<file path="src/rtl/reg_file_bist_if.sv">
// Register-file access port shared by the BIST initiator and the register file.
interface reg_file_bist_if #(
  parameter int unsigned AW = 3,
  parameter int unsigned DW = 4
);
  logic          we;
  logic [AW-1:0] addr;
  logic [DW-1:0] wdata;
  logic [DW-1:0] rdata;

  modport master (output we, output addr, output wdata, input rdata);
  modport slave  (input we, input addr, input wdata, output rdata);
endinterface

</file>
<file path="src/rtl/reg_file_bist.sv">
// Register-file BIST initiator: two-pass write / read-back sweep (address pattern,
// then its inverse), reporting pass/fail, a saturating error count and the first
// failing address. All outputs are registered.
module reg_file_bist #(
  parameter int unsigned DEPTH = 8,
  parameter int unsigned AW    = 3,
  parameter int unsigned DW    = 4,
  parameter int unsigned CW    = 4
) (
  input  logic              clk,
  input  logic              rst_n,
  input  logic              start,
  output logic              busy,
  output logic              done,
  output logic              pass,
  output logic [CW-1:0]     err_count,
  output logic [AW-1:0]     fail_addr,
  reg_file_bist_if.master   rf
);

  typedef enum logic [1:0] {StIdle, StWr, StRd, StDone} state_e;

  localparam logic [AW-1:0] LastAddr = AW'(DEPTH - 1);

  state_e        state_q;
  logic          phase_q;      // 0: address pattern, 1: inverted pattern
  logic          seen_q;       // first mismatch already latched
  logic          busy_q, done_q, pass_q, we_q;
  logic [CW-1:0] err_q;
  logic [AW-1:0] fail_q, addr_q;
  logic [DW-1:0] wdata_q;

  logic [DW-1:0] exp_data;
  logic          mismatch;
  logic [CW-1:0] err_next;

  // Address zero-extended or truncated to DW, optionally inverted.
  function automatic logic [DW-1:0] pattern(input logic [AW-1:0] a, input logic inv);
    logic [AW+DW-1:0] ext;
    ext = {{DW{1'b0}}, a};
    return inv ? ~ext[DW-1:0] : ext[DW-1:0];
  endfunction

  // Read-back compare and saturating error-count update for the current RD cycle.
  always_comb begin
    exp_data = pattern(addr_q, phase_q);
    mismatch = (state_q == StRd) && (rf.rdata != exp_data);
    err_next = err_q;
    if (mismatch && (err_q != {CW{1'b1}})) begin
      err_next = err_q + CW'(1);
    end
  end

  // Sweep FSM with registered outputs.
  always_ff @(posedge clk or negedge rst_n) begin
    if (!rst_n) begin
      state_q <= StIdle;
      phase_q <= 1'b0;
      seen_q  <= 1'b0;
      busy_q  <= 1'b0;
      done_q  <= 1'b0;
      pass_q  <= 1'b0;
      we_q    <= 1'b0;
      err_q   <= '0;
      fail_q  <= '0;
      addr_q  <= '0;
      wdata_q <= '0;
    end else begin
      done_q <= 1'b0;
      unique case (state_q)
        StIdle, StDone: begin
          if (start) begin
            state_q <= StWr;
            phase_q <= 1'b0;
            seen_q  <= 1'b0;
            busy_q  <= 1'b1;
            pass_q  <= 1'b0;
            we_q    <= 1'b1;
            err_q   <= '0;
            fail_q  <= '0;
            addr_q  <= '0;
            wdata_q <= pattern('0, 1'b0);
          end else begin
            state_q <= StIdle;
          end
        end
        StWr: begin
          if (addr_q == LastAddr) begin
            state_q <= StRd;
            addr_q  <= '0;
            we_q    <= 1'b0;
            wdata_q <= '0;
          end else begin
            addr_q  <= addr_q + AW'(1);
            wdata_q <= pattern(addr_q + AW'(1), phase_q);
          end
        end
        StRd: begin
          err_q <= err_next;
          if (mismatch && !seen_q) begin
            fail_q <= addr_q;
            seen_q <= 1'b1;
          end
          if (addr_q == LastAddr) begin
            addr_q <= '0;
            if (!phase_q) begin
              state_q <= StWr;
              phase_q <= 1'b1;
              we_q    <= 1'b1;
              wdata_q <= pattern('0, 1'b1);
            end else begin
              state_q <= StDone;
              busy_q  <= 1'b0;
              done_q  <= 1'b1;
              pass_q  <= (err_next == '0);
            end
          end else begin
            addr_q <= addr_q + AW'(1);
          end
        end
        default: state_q <= StIdle;
      endcase
    end
  end

  assign busy      = busy_q;
  assign done      = done_q;
  assign pass      = pass_q;
  assign err_count = err_q;
  assign fail_addr = fail_q;
  assign rf.we     = we_q;
  assign rf.addr   = addr_q;
  assign rf.wdata  = wdata_q;

endmodule

</file>
<file path="src/flat_wrapper.sv">
// flat-port wrapper written by rule: the top's interface ports become plain ports
module reg_file_bist_flat 
#(
  parameter int unsigned DEPTH = 8,
  parameter int unsigned AW    = 3,
  parameter int unsigned DW    = 4,
  parameter int unsigned CW    = 4
)
  (clk, rst_n, start, busy, done, pass, err_count, fail_addr, rf_we, rf_addr, rf_wdata, rf_rdata);
  reg_file_bist_if #(.AW(AW), .DW(DW)) rf_i ();
  input  logic clk;
  input  logic rst_n;
  input  logic start;
  output logic busy;
  output logic done;
  output logic pass;
  output logic [CW-1:0] err_count;
  output logic [AW-1:0] fail_addr;
  output wire logic [$bits(rf_i.we)-1:0] rf_we;
  output wire logic [$bits(rf_i.addr)-1:0] rf_addr;
  output wire logic [$bits(rf_i.wdata)-1:0] rf_wdata;
  input wire logic [$bits(rf_i.rdata)-1:0] rf_rdata;
  assign rf_we = rf_i.we;
  assign rf_addr = rf_i.addr;
  assign rf_wdata = rf_i.wdata;
  assign rf_i.rdata = rf_rdata;
  reg_file_bist #(.DEPTH(DEPTH), .AW(AW), .DW(DW), .CW(CW)) u_core (.clk(clk), .rst_n(rst_n), .start(start), .busy(busy), .done(done), .pass(pass), .err_count(err_count), .fail_addr(fail_addr), .rf(rf_i));
endmodule
</file>
<file path="config.mk">
export PLATFORM = sky130hd
export DESIGN_NAME = reg_file_bist_flat
export DESIGN_NICKNAME = d
export VERILOG_FILES = /design/src/rtl/reg_file_bist_if.sv /design/src/rtl/reg_file_bist.sv /design/src/flat_wrapper.sv
export SDC_FILE = /design/constraint.sdc
export NUM_CORES = 1
export LEC_CHECK = 0
export CORE_MARGIN = 2
export CORE_UTILIZATION = 40
export DETAILED_ROUTE_END_ITERATION = 16
export PLACE_DENSITY = 0.67
export SYNTH_ARGS = -nofsm -noshare
export SYNTH_HDL_FRONTEND = slang
export SYNTH_SLANG_ARGS = --single-unit
</file>
<file path="constraint.sdc">
create_clock -name clk -period 1.8 [get_ports clk]
set_clock_uncertainty 0.1 [all_clocks]
set_input_delay 0.36 -clock clk [delete_from_list [all_inputs] [get_ports clk]]
set_output_delay 0.36 -clock clk [all_outputs]
set_load 0.03 [all_outputs]
</file>
==> run_results.csv <==
group,metric,value,unit
cts,htree_levels,1,
synthesis,ys_warn_count,0,
timing,fmax,511,MHz
synthesis,synth_edf_count,0,
synthesis,yosys.area.top_type,"dfrtp_1",
critical_path,path_buf_inv,1,
synthesis,synth_commonest_cells,"dfrtp_1 (22), nand2_1 (19), a21oi_1 (11), o21ai_0 (11), nor2_1 (7)",
synthesis,ys_seq_area_share,40.6,%
cts,cts_root_buf,"clkbuf_4",
pwr,p_comb_share,51.3,%
timing,setup_viol,8,
place,place_congestion,0.858,
cts,clkTransAtPathRegs,0.13,ns
synthesis,postSynthCellCount,149,
route,routed_wl,3780,um
synthesis,yosys_register_bits,22,
outcome,violations,"negative setup slack",
pwr,p_sw_share,42.1,%
finish,regArea,556,um^2
cts,hold_buffers,0,
critical_path,worstPathRequired,1.94,ns
timing,fin_crit_sh,109,%
floorplan,die_width,62.2,um
finish,drive_gt1_share,32.5,%
place,port_buffers,24,
grt,grt-ovfl-total,0,
cts,clk_path_buf_depth,2,
critical_path,critPathTopFamily,"compound AO/OA/AOI/OAI gates",
route,drt-wirelength-per-cell,16.0,um
floorplan,die_h,62.2,um
timing,slew_headroom,79.1,%
critical_path,path_class,"reg -> reg",
synthesis,yosysTopAreaCellShare,40.6,%
grt,grt_pass1_wl,6290,um
critical_path,max_stage_delay,0.46,ns
pwr,seq_power_share,33.4,%
critical_path,start_kind,"flop",
run,max_cap_violations,0,
grt,grt_use_total,20.3,%
critical_path,critPathCaptureType,"flop",
hold_path,hp-class,"in -> async",
finish,area_delta_synth_final,46.9,%
timing,tightest_slew,0.314,ns
floorplan,ios,25,
synthesis,synth_area_per_cell,9.10,um^2
finish,utilization,60.6,%
route,vias,1299,
finish,fillers,299,
critical_path,cp_data_arrival_time,2.10,ns
timing,setup_ws,-0.158,ns
outcome,run_status,"complete, but fails checks",
critical_path,crit_path_max_fanout,5,
route,dr.first_iter.drc_count,47,
pwr,p_clk_share,15.3,%
pwr,power_density,943,mW/mm^2
pwr,finalPower,1.88,mW
synthesis,yosysMostFrequentCell,"dfrtp_1",
cts,cts-buffers-inserted,3,
synthesis,async_reset_ff_share,100,%
place,place_ws,-0.643,ns
route,antenna_left,0,
synthesis,synth.distinct_cells,41,
route,dr.pass1.iters,4,
cts,cts.sinks,22,
synthesis,syn_nets,161,
grt,grt_max_degree,23,
floorplan,rows,21,
cts,clk_latency,0.32,ns
route,drc,0,
timing,drv_slew,0,
timing,hold_violations,0,
floorplan,core,0.00328,mm^2
route,via_per_inst,5.48,
synthesis,synthesis.area,0.00136,mm^2
grt,grt_pass1_vias,1362,
pwr,ir_drop,0.418,mV
cts,tritoncts,"done",
pwr,p_leak,0.897,nW
synthesis,synth.area.top_cells,"dfrtp_1 (41%), nand2_1 (5.3%), ha_1 (4.6%), a21oi_1 (4.1%), o21ai_0 (4.1%)",
pwr,p_sw,0.791,mW
grt,antenna_found_initial,0,
critical_path,crit_chain,"xor2_4 > and4_4 > o22a_4 > buf_6 > nor3b_4 > a22oi_2 > o221ai_1",
pwr,p_int,1.09,mW
floorplan,dieArea,0.00387,mm^2
floorplan,start_util,41.3,%
synthesis,synth-main-ff-cell,"dfrtp_1",
finish,multi_input_area,920,um^2
timing,rsz0062_at_grt,"true",
finish,fin_nets,204,
place,hpwl,2570,um
finish,diodes,0,
timing,period_minus_slack,1.96,ns
timing,fin_setup_tns,-0.874,ns
critical_path,cp_slowest_cell,"dfrtp_2",
logic make-up after synthesis:
logic type      Yosys count  synth area share [%]
fa+ha+maj                 5                  4.61
simple gates             48                  18.0
buf+inv                  15                  4.43
compound gates           48                  24.8
xor+xnor                  7                  4.52
flops                    22                  40.6
mux                       4                  3.04
stage by stage:
stage	area (um^2)	cells	hold WS, ns
after floorplan	1360	149	-0.0356
after global placement	1760	229	0.369
after detailed placement	1760	229	0.373
after CTS	1890	237	0.295
after global routing	1990	237	0.309
final	1990	237	0.287
timing repair:
| item | 4_1_cts | 5_1_grt |
|---|---|---|
| endpoints found under the setup margin | 25 | 16 |
| endpoints found under the hold margin | 0 | 0 |
| setup buffers | 5 | 0 |
| pin swaps | 10 | 13 |
| resized for setup | 33 | 28 |
| cloned | 0 | 0 |
final timing paths:
path,startpoint,end,slack [ns],cells after the start
max in group asynchronous,rst_n,u_core.rf.addr[1]$_DFFE_PN0P_,1.06,2
setup reg to reg,u_core.rf.addr[2]$_DFFE_PN0P_,u_core.fail_addr[1]$_DFFE_PN0P_,-0.16,7
setup / recovery,u_core.rf.addr[2]$_DFFE_PN0P_,u_core.fail_addr[1]$_DFFE_PN0P_,-0.16,7
hold / removal,rst_n,u_core.rf.wdata[2]$_DFFE_PN0P_,0.29,2
min in group clk,u_core.rf.wdata[3]$_DFFE_PN0P_,u_core.rf.wdata[3]$_DFFE_PN0P_,0.39,2
hold reg to reg,u_core.rf.wdata[3]$_DFFE_PN0P_,u_core.rf.wdata[3]$_DFFE_PN0P_,0.39,2
power groups by stage:
stage,clock network (mW),registers (mW),logic (mW)
floorplan,0,0.724,0.430
global placement,0,0.619,0.815
detailed placement,0,0.626,0.834
CTS,0.293,0.618,0.896
global route,0.308,0.642,1.05
finish,0.288,0.628,0.962
area by class of cell:
cell class	instances	area share, %
Multi-Input combinational cell	112	46.2
Sequential cell	22	27.9
Timing Repair Buffer	46	19.9
Clock buffer	4	1.82
Tap cell	46	2.89
Inverter	7	1.32
routing by layer:
| metal | track usage, % | vias to the layer above | routed length (um) |
|---|---|---|---|
| met3 | 3.26 | 6 | 133 |
| met4 | 5.83 | 0 | 43 |
| met2 | 36.4 | 35 | 1970 |
| li1 | - | 626 | - |
| met5 | 0 | - | 0 |
| met1 | 25.1 | 632 | 1630 |
sequential cells by signal, summed over array words and instances, names as in the netlist, 2 cells and up:
| signal | cells |
|---|---|
| u_core.err_count | 4 |
| u_core.rf.wdata | 4 |
| u_core.fail_addr | 3 |
| u_core.rf.addr | 3 |
| u_core.state_q | 2 |
layout by cell type (no fill, tap or decap), types with 5 or more instances in the layout:
master	instances
dfrtp_1	18
buf_4	19
nand3_1	6
a21oi_1	11
nor2_1	6
nand2_1	18
dlygate4sd2_1	18
o21ai_0	8
o21ai_1	5
Note: power is estimated with default switching activity, not from simulation.
